`src/rtl/move_input_conditioner.sv`:
```
// Turns four raw, bouncy direction buttons into clean one-cycle n/s/e/w move pulses.
// Each button is synchronised and debounced. An arbiter then allows one move per press.
module move_input_conditioner #(
  parameter int DEBOUNCE_CYCLES = 250000,
  parameter int CNT_W           = $clog2(DEBOUNCE_CYCLES + 1)
) (
  input  logic clk,
  input  logic reset,
  input  logic btn_n,
  input  logic btn_s,
  input  logic btn_e,
  input  logic btn_w,
  output logic n,
  output logic s,
  output logic e,
  output logic w,
  output logic busy
);

  localparam logic [0:0] IDLE = 1'b0;
  localparam logic [0:0] HOLD = 1'b1;
  localparam logic [CNT_W-1:0] CNT_LAST = CNT_W'(DEBOUNCE_CYCLES - 1);

  // Bit order everywhere: [3]=n, [2]=s, [1]=e, [0]=w.
  logic [3:0] raw;
  logic [3:0] sync1;
  logic [3:0] sync2;
  logic [3:0] stable;
  logic [3:0] winner;
  logic [3:0] pulse;
  logic [0:0] state;

  assign raw = {btn_n, btn_s, btn_e, btn_w};

  always_ff @(posedge clk or posedge reset) begin
    if (reset) begin
      sync1 <= 4'b0000;
      sync2 <= 4'b0000;
    end else begin
      sync1 <= raw;
      sync2 <= sync1;
    end
  end

  for (genvar i = 0; i < 4; i++) begin : g_debounce
    logic [CNT_W-1:0] cnt;

    // A change is accepted only after it holds for DEBOUNCE_CYCLES consecutive cycles.
    always_ff @(posedge clk or posedge reset) begin
      if (reset) begin
        cnt       <= '0;
        stable[i] <= 1'b0;
      end else if (sync2[i] == stable[i]) begin
        cnt <= '0;
      end else if (cnt == CNT_LAST) begin
        cnt       <= '0;
        stable[i] <= sync2[i];
      end else begin
        cnt <= cnt + 1'b1;
      end
    end
  end

  always_comb begin
    winner = 4'b0000;
    if (stable[3])      winner = 4'b1000;
    else if (stable[2]) winner = 4'b0100;
    else if (stable[1]) winner = 4'b0010;
    else if (stable[0]) winner = 4'b0001;
  end

  // One pulse per press: HOLD blocks everything until all buttons are released.
  always_ff @(posedge clk or posedge reset) begin
    if (reset) begin
      state <= IDLE;
      pulse <= 4'b0000;
      busy  <= 1'b0;
    end else begin
      pulse <= 4'b0000;
      case (state)
        IDLE: begin
          if (|stable) begin
            pulse <= winner;
            state <= HOLD;
            busy  <= 1'b1;
          end
        end
        HOLD: begin
          if (stable == 4'b0000) begin
            state <= IDLE;
            busy  <= 1'b0;
          end
        end
        default: begin
          state <= IDLE;
          busy  <= 1'b0;
        end
      endcase
    end
  end

  assign n = pulse[3];
  assign s = pulse[2];
  assign e = pulse[1];
  assign w = pulse[0];

endmodule

```
`config.mk`:
```
export PLATFORM = sky130hd
export DESIGN_NAME = move_input_conditioner
export DESIGN_NICKNAME = d
export VERILOG_FILES = /design/src/rtl/move_input_conditioner.sv
export SDC_FILE = /design/constraint.sdc
export NUM_CORES = 1
export LEC_CHECK = 0
export BUFFER_PORTS_ARGS = -buffer_cell sky130_fd_sc_hd__buf_2
export CORE_MARGIN = 8
export CORE_UTILIZATION = 40
export CTS_CLUSTER_DIAMETER = 60
export CTS_CLUSTER_SIZE = 10
export DETAILED_ROUTE_END_ITERATION = 10
export PLACE_DENSITY = 0.61
export SYNTH_ARGS = -nofsm -noshare
export SYNTH_HDL_FRONTEND = slang
export SYNTH_SLANG_ARGS = --single-unit
```
`constraint.sdc`:
```
create_clock -name clk -period 2.8 [get_ports clk]
set_input_delay 0.56 -clock clk [delete_from_list [all_inputs] [get_ports clk]]
set_output_delay 0.56 -clock clk [all_outputs]
set_load 0.1 [all_outputs]
```
==> results.md, run 1 <==
- Status: finished, final reports clean
- Overall routing resource usage: 11.0%
- Post-detail-place hpwl: 5.01 mm
- Clock latency on the worst-skew pair: 0.35 ns
- Initial drt markers: 190
- DRC viols: 0
- Port Buffers: 10
- WP data required: 3.00 ns
- FF/Latch Area: 0.00225 mm2
- Unrepaired setup endpoints after global routing: false
- Largest net degree at the start of global routing: 76
- Total die area: 0.0141 mm2
- Finish-stage setup viols: 0
- Max VDD drop: 0.228 mV
- Async set or reset register ratio after synthesis: 100%
- Number of diodes: 0
- CP peak stage delay: 0.62 ns
- Kind of critical path: flop to flop
- Post-cts hold buffer count: 0
- Die Ht: 119 um
- Primary FF master, synth: dfrtp_1
- FILL cells: 1006
- Antenna violations before repair: 0
- Slew Viols, Final: 0
- Arr. time, crit path: 2.11 ns
- Leakage: 1.88 nW
- Initial DRT Pass Iterations: 4
- Slew HR: 50.3%
- Io pins: 11
- GP Congestion: 0.823
- DRT antenna net count: 0
- Most frequent cells in the layout: dfrtp_1 (90), nor2_1 (78), xnor2_1 (49), nand4_1 (23), nand3_1 (23)
- Initial Util: 41.0%
- Post CTS Setup Buffer Count: 0
- Clk sink count: 90
- PD cells: 497 mW/mm2
- First-pass GRT wire length: 13.1 mm
- Worst Setup Start Kind: flop
- Core area: 0.0103 mm2
- Area occupied by multi-input gates: 0.00187 mm2
- Tcrit/Tclk final: 68.1%
- Grt ovf: 0
- Site Rows: 37
- # nets final: 447
- Vias in the first global route: 2920
- Vias per cell: 5.06
- Wire per inst: 12.6 um
- Num CTS Buffers: 9
- Layout cells sized above 1: 8.86%
- # Max-Cap Violations: 0
- Worst setup EP type: flop
- Post-Syn Area: 0.00422 mm2
- Fin crit period: 1.91 ns
- Fmax: 0.525 GHz
- Reg clk slew, reported paths: 0.10 ns
- Worst-path fanout max: 18
- Type of the most critical hold path: primary input to async pin
- Syn avg cell area: 10.1 um2
- Synthesis-to-layout area growth: 10.3%
- CTS tree: done
- CTS Buffer Depth: 2
- Post-CTS Resized: 0
- Vias: 2915
- # H-tree levels: 3
- Placed cell count: 560
- Net Count, Synth: 430
- Chip width: 119 um
- Post-synth EDFFs: 0
- Leading cell type in the layout, fill and taps excluded: dfrtp_1
- Yosys reg bits: 90
- Hold Vio Cnt, Final: 0
- Setup TNS: 0 ns
- Synth Warn #: 0
- Worst Skew: 0.00931 ns
- Measured slew at the worst slew-check pin: 0.745 ns
- Cell variety after synth: 34
- Routed wire length: 7.28 mm
- Root Buffer: clkbuf_8
- Sequential area share after synthesis: 53.4%
- Slowest-stage cell, CP: o21ai_2
- Worst path cell trace: nor4b_1 -> nand4_1 -> o21ai_2 -> nor2_1
- Gate Count Post-Synth: 418
- Finished Layout Cells: 576
state kept, by name, summed over array words and instances, names as in the netlist:
| name | cells |
|---|---|
| busy | 1 |
| state | 1 |
| stable | 4 |
| pulse | 4 |
| sync1 | 4 |
| sync2 | 4 |
| g_debounce.cnt | 72 |
critical path: cells and delay by family (launching register included):
| kind | cells | cell delay, ns |
|---|---|---|
| and+or+nand+nor | 3 | 0.67 |
| DFF | 1 | 0.46 |
| AOI/OAI and AO/OA | 1 | 0.62 |
final timing paths:
| check | end | start | slack (ns) | cells after the start |
|---|---|---|---|---|
| hold / removal | g_debounce[0].cnt[0]$_DFF_PP0_ | reset | 0.19 | 2 |
| setup / recovery | g_debounce[1].cnt[10]$_DFF_PP0_ | g_debounce[1].cnt[6]$_DFF_PP0_ | 0.89 | 4 |
| setup reg to reg | g_debounce[1].cnt[10]$_DFF_PP0_ | g_debounce[1].cnt[6]$_DFF_PP0_ | 0.89 | 4 |
| max in group asynchronous | g_debounce[1].cnt[14]$_DFF_PP0_ | reset | 1.95 | 3 |
| min in group clk | sync1[1]$_DFF_PP0_ | btn_e | 0.32 | 1 |
| hold reg to reg | sync2[2]$_DFF_PP0_ | sync1[2]$_DFF_PP0_ | 0.35 | 0 |
power by group:
group	switching, mW	total [mW]	internal, mW
clock network	0.476	0.896	0.421
logic	0.0558	0.0805	0.0246
registers	0.0146	1.33	1.32
metrics by stage:
step                setup slack [ns]  util [%]  hold slack, ns  power (mW)  instance area [um2]
floorplan                       1.12         -           0.331        1.41                 4220
global placement               0.987      43.3           0.335        1.44                 4450
detailed placement             0.907      43.3           0.337        1.44                 4450
CTS                            0.880      45.3           0.181        2.35                 4650
global route                   0.757      45.3           0.203        2.42                 4650
finish                         0.894      45.3           0.186        2.31                 4650
cell type report:
cell class	instances	area share, %
repair buffers	15	2.15
flip-flops and latches	90	48.4
inverters	15	1.29
multi-input cells	304	40.2
clock buffers	9	2.66
clock inverters	7	1.64
well taps	136	3.66
cell usage after synthesis, types with 5 or more instances:
master | instances | share of area (%)
nand4_1 | 23 | 3.4
o21ai_0 | 5 | 0.59
and3_1 | 9 | 1.3
nor4_1 | 21 | 3.1
dfrtp_1 | 90 | 53
nand3_1 | 23 | 2.7
nand2_1 | 15 | 1.3
o21ai_1 | 5 | 0.59
nor3_1 | 17 | 2.0
a21oi_1 | 6 | 0.71
xnor2_1 | 49 | 10
buf_2 | 5 | 0.59
ha_1 | 6 | 1.8
inv_1 | 15 | 1.3
nor2_1 | 78 | 6.9
xor2_1 | 12 | 2.5
per-layer routing:
metal,up-vias,share of wire [%],GRT usage [%],wire length (um)
met5,-,0,0,0
met4,0,1.2,4.51,90
met3,7,2.3,2.19,169
met2,28,44,17.2,3230
met1,1387,52,14.6,3780
li1,1493,-,-,-
cell families (layout without fill, tap and decap cells):
| logic type | count (synthesis) | count (layout) | share of synthesized area [%] |
|---|---|---|---|
| buffers and inverters | 24 | 46 | 2.28 |
| xor gates and xnor gates | 61 | 61 | 12.7 |
| AOI/OAI and AO/OA | 19 | 19 | 2.49 |
| DFF | 90 | 90 | 53.4 |
| adders and majority gates | 6 | 6 | 1.78 |
| muxes | 4 | 4 | 1.07 |
| and+or+nand+nor | 214 | 214 | 26.3 |
Note: power is estimated with default switching activity, not from simulation.
==> run 2, diff against run 1 <==
--- a/config.mk
+++ b/config.mk
@@ -5,13 +5,14 @@
 export SDC_FILE = /design/constraint.sdc
 export NUM_CORES = 1
 export LEC_CHECK = 0
+export ABC_AREA = 1
 export BUFFER_PORTS_ARGS = -buffer_cell sky130_fd_sc_hd__buf_2
 export CORE_MARGIN = 8
 export CORE_UTILIZATION = 40
 export CTS_CLUSTER_DIAMETER = 60
 export CTS_CLUSTER_SIZE = 10
 export DETAILED_ROUTE_END_ITERATION = 10
-export PLACE_DENSITY = 0.61
+export PLACE_DENSITY = 0.59
 export SYNTH_ARGS = -nofsm -noshare
 export SYNTH_HDL_FRONTEND = slang
 export SYNTH_SLANG_ARGS = --single-unit
==> constraint.sdc (replaced) <==
create_clock -name clk -period 1.8 [get_ports clk]
set_input_delay 0.36 -clock clk [delete_from_list [all_inputs] [get_ports clk]]
set_output_delay 0.36 -clock clk [all_outputs]
set_load 0.1 [all_outputs]
==> run 2 against run 1 <==
  * Via count grew 23%
  * Register-to-register slack worse by 0.62 ns
  * Wire length increased by 20%
  * Critical path depth grew 3
  * Die area increased by 7.6%
  * Total power rose by 80%
  * Combinational power increased by 63%
  * Final cell count rose by 27%
  * Clock skew is 0.0026 ns lower
  * Utilization rose by 0.43 points
  * Hold slack worse by 0.18 ns
  * Synthesized area is 8.8% higher
  * Largest power group unchanged
==> results.md, run 2 <==
- Kind of critical path: flop to flop
- Io pins: 11 (unchanged)
- Chip width: 123 um (+3.7%)
- Post-Syn Area: 0.00459 mm2 (+8.8%)
- Finished Layout Cells: 732 (+27%)
- DRT antenna net count: 0 (unchanged)
- Syn avg cell area: 8.19 um2 (-19%)
- Slew Viols, Final: 0 (unchanged)
- Finish-stage setup viols: 0 (unchanged)
- Root Buffer: clkbuf_16
- Grt ovf: 0 (unchanged)
- Gate Count Post-Synth: 560 (+34%)
- Most frequent cells in the layout: nor2_1 (144), nand2_1 (98), dfrtp_1 (90), inv_1 (47), nand3_1 (41)
- Seq pwr share: 49.8% (-7.9 points)
- Unrepaired setup endpoints after global routing: false
- Async set or reset register ratio after synthesis: 100% (unchanged)
- Layout cells sized above 1: 11.7% (+2.9 points)
- Clk sink count: 90 (unchanged)
- Clk pwr share: 47.1% (+8.3 points)
- Post CTS Setup Buffer Count: 0 (unchanged)
- First-pass GRT wire length: 15.6 mm (+19%)
- # H-tree levels: 3 (unchanged)
- Worst setup EP type: flop
- Tcrit/Tclk final: 84.9% (+17 points)
- Net Sw Frac: 21.3% (-2.4 points)
- CP bufs+invs: 0 (unchanged)
- Post-detail-place hpwl: 6.40 mm (+28%)
- CP peak stage delay: 0.36 ns (-0.26 ns)
- Number of diodes: 0 (unchanged)
- Hold Vio Cnt, Final: 0 (unchanged)
- Fin crit period: 1.53 ns (-0.378 ns)
- GP Congestion: 0.902 (+9.7%)
- Initial drt markers: 192 (+1.1%)
- Mux cell area share after synthesis: 0% (-1.1 points)
- Slew HR: 67.7% (+17 points)
- Commonest cells in the synthesized netlist: nor2_1 (144), nand2_1 (98), dfrtp_1 (90), inv_1 (48), nand3_1 (41)
- Arr. time, crit path: 1.75 ns (-0.36 ns)
- Comb power frac: 3.1% (-0.4 points)
- Post-cts hold buffer count: 0 (unchanged)
- Worst R2R Setup Slack: 0.27 ns (-0.62 ns)
- Overall routing resource usage: 12.9% (+1.9 points)
- Largest family of logic cells by synthesized area: simple AND/OR/NAND/NOR gates
- Worst path depth: 7 (+3)
- Compound-gate portion of the synthesized area: 3.46% (+0.97 points)
- # Max-Cap Violations: 0 (unchanged)
- Worst Reg-to-Reg Cells: 7 (+3)
- Vias: 3575 (+23%)
- Cell variety after synth: 28 (-18%)
- Net Switching: 0.886 mW (+62%)
- Max VDD drop: 0.443 mV (+94%)
- Measured slew at the worst slew-check pin: 0.487 ns (-0.258 ns)
- Clock latency on the worst-skew pair: 0.34 ns (about the same)
- Top-count cell post-synth: nor2_1
- DRC viols: 0 (unchanged)
- Simple-Gate Fraction of Synth Area: 33.6% (+7.3 points)
- Fmax: 0.655 GHz (+25%)
- Synth Warn #: 0 (unchanged)
- Power Total: 4.16 mW (+80%)
- Leakage: 2.19 nW (+16%)
- Reg-to-reg critical path startpoint: g_debounce[2].cnt[0]$_DFF_PP0_
- Slowest-stage cell, CP: dfrtp_1
- Int Power: 3.28 mW (+86%)
- Crit-path leading delay family: simple AND/OR/NAND/NOR gates
- Placed cell count: 716 (+28%)
- Total die area: 0.0152 mm2 (+7.6%)
- Placed instance area: 0.00486 mm2 (+9.1%)
- Worst path cell trace: ha_1 -> nand2_1 -> nor2_2 -> nand2_1 -> nor2_2 -> xor2_1 -> nor2_1
- Vias per cell: 4.88 (-3.5%)
- CTS Buffer Depth: 2 (unchanged)
- Vias in the first global route: 3458 (+18%)
- Post-CTS Resized: 0 (unchanged)
- Post-synth EDFFs: 0 (unchanged)
- Max FFs per register: 72 (unchanged)
- Routed wire length: 8.73 mm (+20%)
- Die Ht: 123 um (+3.7%)
- Setup TNS: 0 ns (unchanged)
- Core area: 0.0113 mm2 (+10%)
- Wire per inst: 11.9 um (-5.6%)
- Cell taking the most area after synthesis: dfrtp_1
- Largest net degree at the start of global routing: 45 (-41%)
- Synth area leaders: dfrtp_1 (49%), nor2_1 (12%), nand2_1 (8.0%)
- Adder-cell area share of the yosys netlist: 1.64% (-0.14 points)
- Num CTS Buffers: 9 (unchanged)
- Worst r2r dst: g_debounce[2].cnt[12]$_DFF_PP0_
- Yosys reg bits: 90 (unchanged)
- Reg clk slew, reported paths: 0.06 ns (-0.04 ns)
- Fin area: 0.00517 mm2 (+11%)
- WP data required: 2.02 ns (-0.98 ns)
- Antenna violations before repair: 0 (unchanged)
- Worst Skew: 0.00675 ns (-0.00256 ns)
- PD cells: 805 mW/mm2 (+62%)
- Status: finished, final reports clean
- Worst-path fanout max: 4 (-14)
- Initial DRT Pass Iterations: 5 (+1)
- Top-area cell type share of the netlist area: 49.1% (-4.3 points)
- Sequential area share after synthesis: 49.1% (-4.3 points)
- Synth Area in XOR/XNOR: 7.77% (-4.9 points)
- Worst Setup Start Kind: flop
- CTS tree: done
- Leading cell type in the layout, fill and taps excluded: nor2_1
- Port Buffers: 10 (unchanged)
- Site Rows: 39 (+5.4%)
- # nets final: 596 (+33%)
- Net Count, Synth: 572 (+33%)
- Synthesis-to-layout area growth: 12.7%
- Largest reg by FF count: g_debounce.cnt
- Type of the most critical hold path: primary input to async pin
- Initial Util: 40.5% (-0.50 points)
- Primary FF master, synth: dfrtp_1
run 2: worst reg2reg max path, stage by stage, from the launching register on:
cell	delay, ns
dfrtp_1	0.36
ha_1	0.17
nand2_1	0.10
nor2_2	0.21
nand2_1	0.16
nor2_2	0.17
xor2_1	0.19
nor2_1	0.05
run 2: worst max-delay path by stage:
stage	endpoint	from	slack, ns
2_1_floorplan	busy$_DFFE_PP0P_	reset	0.39
3_3_place_gp	g_debounce[2].cnt[12]$_DFF_PP0_	g_debounce[2].cnt[0]$_DFF_PP0_	0.34
3_5_place_dp	g_debounce[2].cnt[12]$_DFF_PP0_	g_debounce[2].cnt[0]$_DFF_PP0_	0.28
4_1_cts	busy	busy$_DFFE_PP0P_	0.25
5_1_grt	g_debounce[2].cnt[16]$_DFF_PP0_	g_debounce[2].cnt[0]$_DFF_PP0_	0.10
6_report	g_debounce[2].cnt[12]$_DFF_PP0_	g_debounce[2].cnt[0]$_DFF_PP0_	0.27
run 2: kinds of logic after synthesis:
group | after synthesis
compound gates | 30
xor+xnor | 39
fa+ha+maj | 6
buf+inv | 53
flops | 90
simple gates | 342
run 2: metrics by stage:
step           hold slack [ns]  worst slack, ns  util [%]
2_1_floorplan            0.331            0.390         -
3_3_place_gp             0.337            0.342      42.9
3_5_place_dp             0.337            0.285      42.9
4_1_cts                0.00138            0.245      45.7
5_1_grt                 0.0169            0.102      45.7
6_report               0.00220            0.272      45.7
run 2: per-layer routing:
| layer | share of wire, % | up-vias | global-route usage, % |
|---|---|---|---|
| li1 | - | 1822 | - |
| met5 | 0 | - | 0 |
| met3 | 3.5 | 12 | 2.33 |
| met1 | 48 | 1675 | 17.0 |
| met4 | 2.1 | 0 | 6.25 |
| met2 | 46 | 66 | 20.1 |
run 2: power groups by stage:
stage	Combinational, mW	Sequential (mW)	Clock (mW)
finish	0.131	2.07	1.96
global route	0.157	2.08	2.09
CTS	0.137	2.07	2.01
detailed placement	0.137	2.11	0
global placement	0.134	2.11	0
floorplan	0.0917	2.11	0
run 2: cell type report:
class,count,area [um2]
well taps,143,179
multi-input cells,417,2130
clock inverters,4,48.8
clock buffers,12,267
inverters,52,199
repair buffers,14,92.6
flip-flops and latches,90,2250
fillers,1091,6150
==> run 3, diff against run 2 <==
--- a/config.mk
+++ b/config.mk
@@ -12,7 +12,7 @@
 export CTS_CLUSTER_DIAMETER = 60
 export CTS_CLUSTER_SIZE = 10
 export DETAILED_ROUTE_END_ITERATION = 10
-export PLACE_DENSITY = 0.59
+export PLACE_DENSITY = 0.61
 export SYNTH_ARGS = -nofsm -noshare
 export SYNTH_HDL_FRONTEND = slang
 export SYNTH_SLANG_ARGS = --single-unit
==> constraint.sdc (replaced) <==
create_clock -name clk -period 1.4 [get_ports clk]
set_input_delay 0.28 -clock clk [delete_from_list [all_inputs] [get_ports clk]]
set_output_delay 0.28 -clock clk [all_outputs]
set_load 0.1 [all_outputs]
==> run 3 against run 2 <==
  * Non-clock buffer count grew 27
  * Clock skew rose by 0.0014 ns
  * Sequential power rose by 29%
  * Wire length rose by 11%
  * Clock power up 32%
  * Flip-flop and latch count unchanged
  * Design area is 11% higher
  * Register-to-register slack worse by 0.27 ns
  * Sequential share of layout area is 4.2 points lower
  * Hold slack better by 0.037 ns
  * Fmax rose by 9.4%
==> results.md, run 3 (synthesized netlist as in run 2, its figures left out) <==
- Status: finished, final reports clean
- Core area: 0.0113 mm2 (unchanged)
- Unrepaired setup endpoints after global routing: true
- Finish-stage setup viols: 0 (unchanged)
- First-pass GRT wire length: 16.4 mm (+5.2%)
- Arr. time, crit path: 1.62 ns (-0.13 ns)
- Synthesis-to-layout area growth: 24.8%
- Total die area: 0.0152 mm2 (unchanged)
- Initial DRT Pass Iterations: 4 (-1)
- Vias: 3713 (+3.9%)
- Overall routing resource usage: 13.5% (+0.61 points)
- Final Util: 50.6% (+4.9 points)
- Type of the most critical hold path: primary input to flop
- Worst setup EP type: flop
- Hold Path Sink: sync1[1]$_DFF_PP0_
- Reg-to-reg critical path startpoint: g_debounce[2].cnt[1]$_DFF_PP0_
- Grt ovf: 0 (unchanged)
- DRC viols: 0 (unchanged)
- Leakage: 2.44 nW (+12%)
- Tcrit/Tclk final: 99.8% (+15 points)
- GP Congestion: 0.898 (-0.54%)
- PD cells: 962 mW/mm2 (+19%)
- # Max-Cap Violations: 0 (unchanged)
- Hold Vio Cnt, Final: 0 (unchanged)
- Initial Util: 40.5% (unchanged)
- Leading cell type in the layout, fill and taps excluded: nor2_1
- Io pins: 11 (unchanged)
- Max FFs per register: 72 (unchanged)
- CTS tree: done
- CTS Buffer Depth: 2 (unchanged)
- Seq pwr share: 48.7% (-1.1 points)
- Port Buffers: 10 (unchanged)
- Post-detail-place hpwl: 6.58 mm (+2.7%)
- Num CTS Buffers: 9 (unchanged)
- Worst-path fanout max: 3 (-1)
- Worst Reg-to-Reg Cells: 7 (unchanged)
- Measured slew at the worst slew-check pin: 0.493 ns (+0.00600 ns)
- Routed wire length: 9.66 mm (+11%)
- Comb power frac: 4.3% (+1.2 points)
- Hold Path Depth: 1
- Layout cells sized above 1: 22.6% (+11 points)
- Clk pwr share: 47.0% (about the same)
- M2 GR Usage: 21.7% (+1.6 points)
- Chip width: 123 um (unchanged)
- # H-tree levels: 3 (unchanged)
- WP data required: 1.63 ns (-0.39 ns)
- Placed instance area: 0.00503 mm2 (+3.5%)
- Met3 Usage GRT: 2.79% (+0.46 points)
- Slew Viols, Final: 0 (unchanged)
- Fmax: 0.716 GHz (+9.4%)
- Slew HR: 67.3% (-0.40 points)
- Root Buffer: clkbuf_16
- Worst Setup Start Kind: flop
- Die Ht: 123 um (unchanged)
- Initial drt markers: 162 (-16%)
- Int Power: 4.33 mW (+32%)
- Largest net degree at the start of global routing: 43 (-4.4%)
- # nets final: 623 (+4.5%)
- Antenna violations before repair: 0 (unchanged)
- Number of diodes: 0 (unchanged)
- Net Sw Frac: 21.3% (+0.068 points)
- Fin crit period: 1.40 ns (-0.131 ns)
- Worst R2R Setup Slack: 0.003 ns (-0.27 ns)
- Worst Skew: 0.00818 ns (+0.00143 ns)
- Largest reg by FF count: g_debounce.cnt
- Fin area: 0.00572 mm2 (+11%)
- Clock latency on the worst-skew pair: 0.35 ns (about the same)
- Vias per cell: 4.90 (+0.30%)
- Vias in the first global route: 3647 (+5.5%)
- Net Switching: 1.18 mW (+33%)
- Site Rows: 39 (unchanged)
- Worst r2r dst: g_debounce[2].cnt[10]$_DFF_PP0_
- DRT antenna net count: 0 (unchanged)
- Wire per inst: 12.7 um (+6.9%)
- Max VDD drop: 0.678 mV (+53%)
- Most frequent cells in the layout: nor2_1 (125), nand2_1 (88), dfrtp_1 (88), inv_1 (45), nand3_1 (34)
- Grt peak-use layer: met2
- Hold Crit Start: btn_e
- Reg clk slew, reported paths: 0.06 ns (about the same)
- Met1 Resource Use GR: 17.1% (+0.17 points)
- Clk sink count: 90 (unchanged)
- Kind of critical path: flop to flop
-- run 3: power by group through the flow --
stage	clock, mW	sequential [mW]	combinational [mW]
after floorplan	0	2.71	0.118
after detailed placement	0	2.71	0.203
final	2.59	2.68	0.238
after CTS	2.65	2.67	0.212
after global placement	0	2.71	0.199
after global routing	2.73	2.69	0.279
-- run 3: worst max path at each step --
stage | startpoint | to | slack, ns | cells past startpoint
after global routing | g_debounce[2].cnt[1]$_DFF_PP0_ | g_debounce[2].cnt[10]$_DFF_PP0_ | -0.08 | 7
after global placement | g_debounce[0].cnt[0]$_DFF_PP0_ | g_debounce[0].cnt[12]$_DFF_PP0_ | 0.03 | 8
after floorplan | reset | busy$_DFFE_PP0P_ | 0.07 | 1
after CTS | g_debounce[1].cnt[1]$_DFF_PP0_ | g_debounce[1].cnt[1]$_DFF_PP0_ | 0.004 | 8
after detailed placement | g_debounce[1].cnt[1]$_DFF_PP0_ | g_debounce[1].cnt[1]$_DFF_PP0_ | -0.04 | 8
final | g_debounce[2].cnt[1]$_DFF_PP0_ | g_debounce[2].cnt[10]$_DFF_PP0_ | 0.003 | 7
-- run 3: layout make-up --
cell class / count / area (um2)
Multi-Input combinational cell: 417 / 2440
Clock buffer: 10 / 239
Tap cell: 143 / 179
Sequential cell: 90 / 2250
Fill cell: 1079 / 5600
Inverter: 52 / 201
Clock inverter: 5 / 78.8
Timing Repair Buffer: 41 / 335
-- run 3: metrics by stage --
step                      power, mW  hold slack, ns  worst slack [ns]  cells  setup TNS, ns
after global placement         2.91           0.269            0.0337    735              0
after global routing           5.69          0.0368           -0.0781    758         -0.662
after detailed placement       2.92           0.275           -0.0397    735         -0.279
final                          5.51          0.0397           0.00341    758              0
after floorplan                2.83           0.311            0.0703    560              0
after CTS                      5.53          0.0314           0.00405    752              0
-- run 3: what timing repair did --
| item | CTS | global route |
|---|---|---|
| endpoints found under the hold margin | 11 | 0 |
| setup endpoints to repair | 24 | 55 |
| gates resized for setup | 11 | 69 |
| pin swaps | 4 | 32 |
| hold buffers | 1 | 0 |
| cloned | 0 | 0 |
| setup buffers | 2 | 7 |
-- run 3: layer usage --
layer | up-vias | share of wire [%]
met5 | - | 0
met3 | 12 | 3.1
li1 | 1871 | -
met1 | 1772 | 46
met4 | 0 | 1.8
met2 | 58 | 49
-- run 3: critical path: stages (launching register included) --
cell     delay (ns)
dfrtp_1        0.41
ha_4           0.18
nand2_4        0.06
nor2_4         0.17
buf_4          0.15
nand4_1        0.11
xor2_1         0.15
nor2_1         0.05
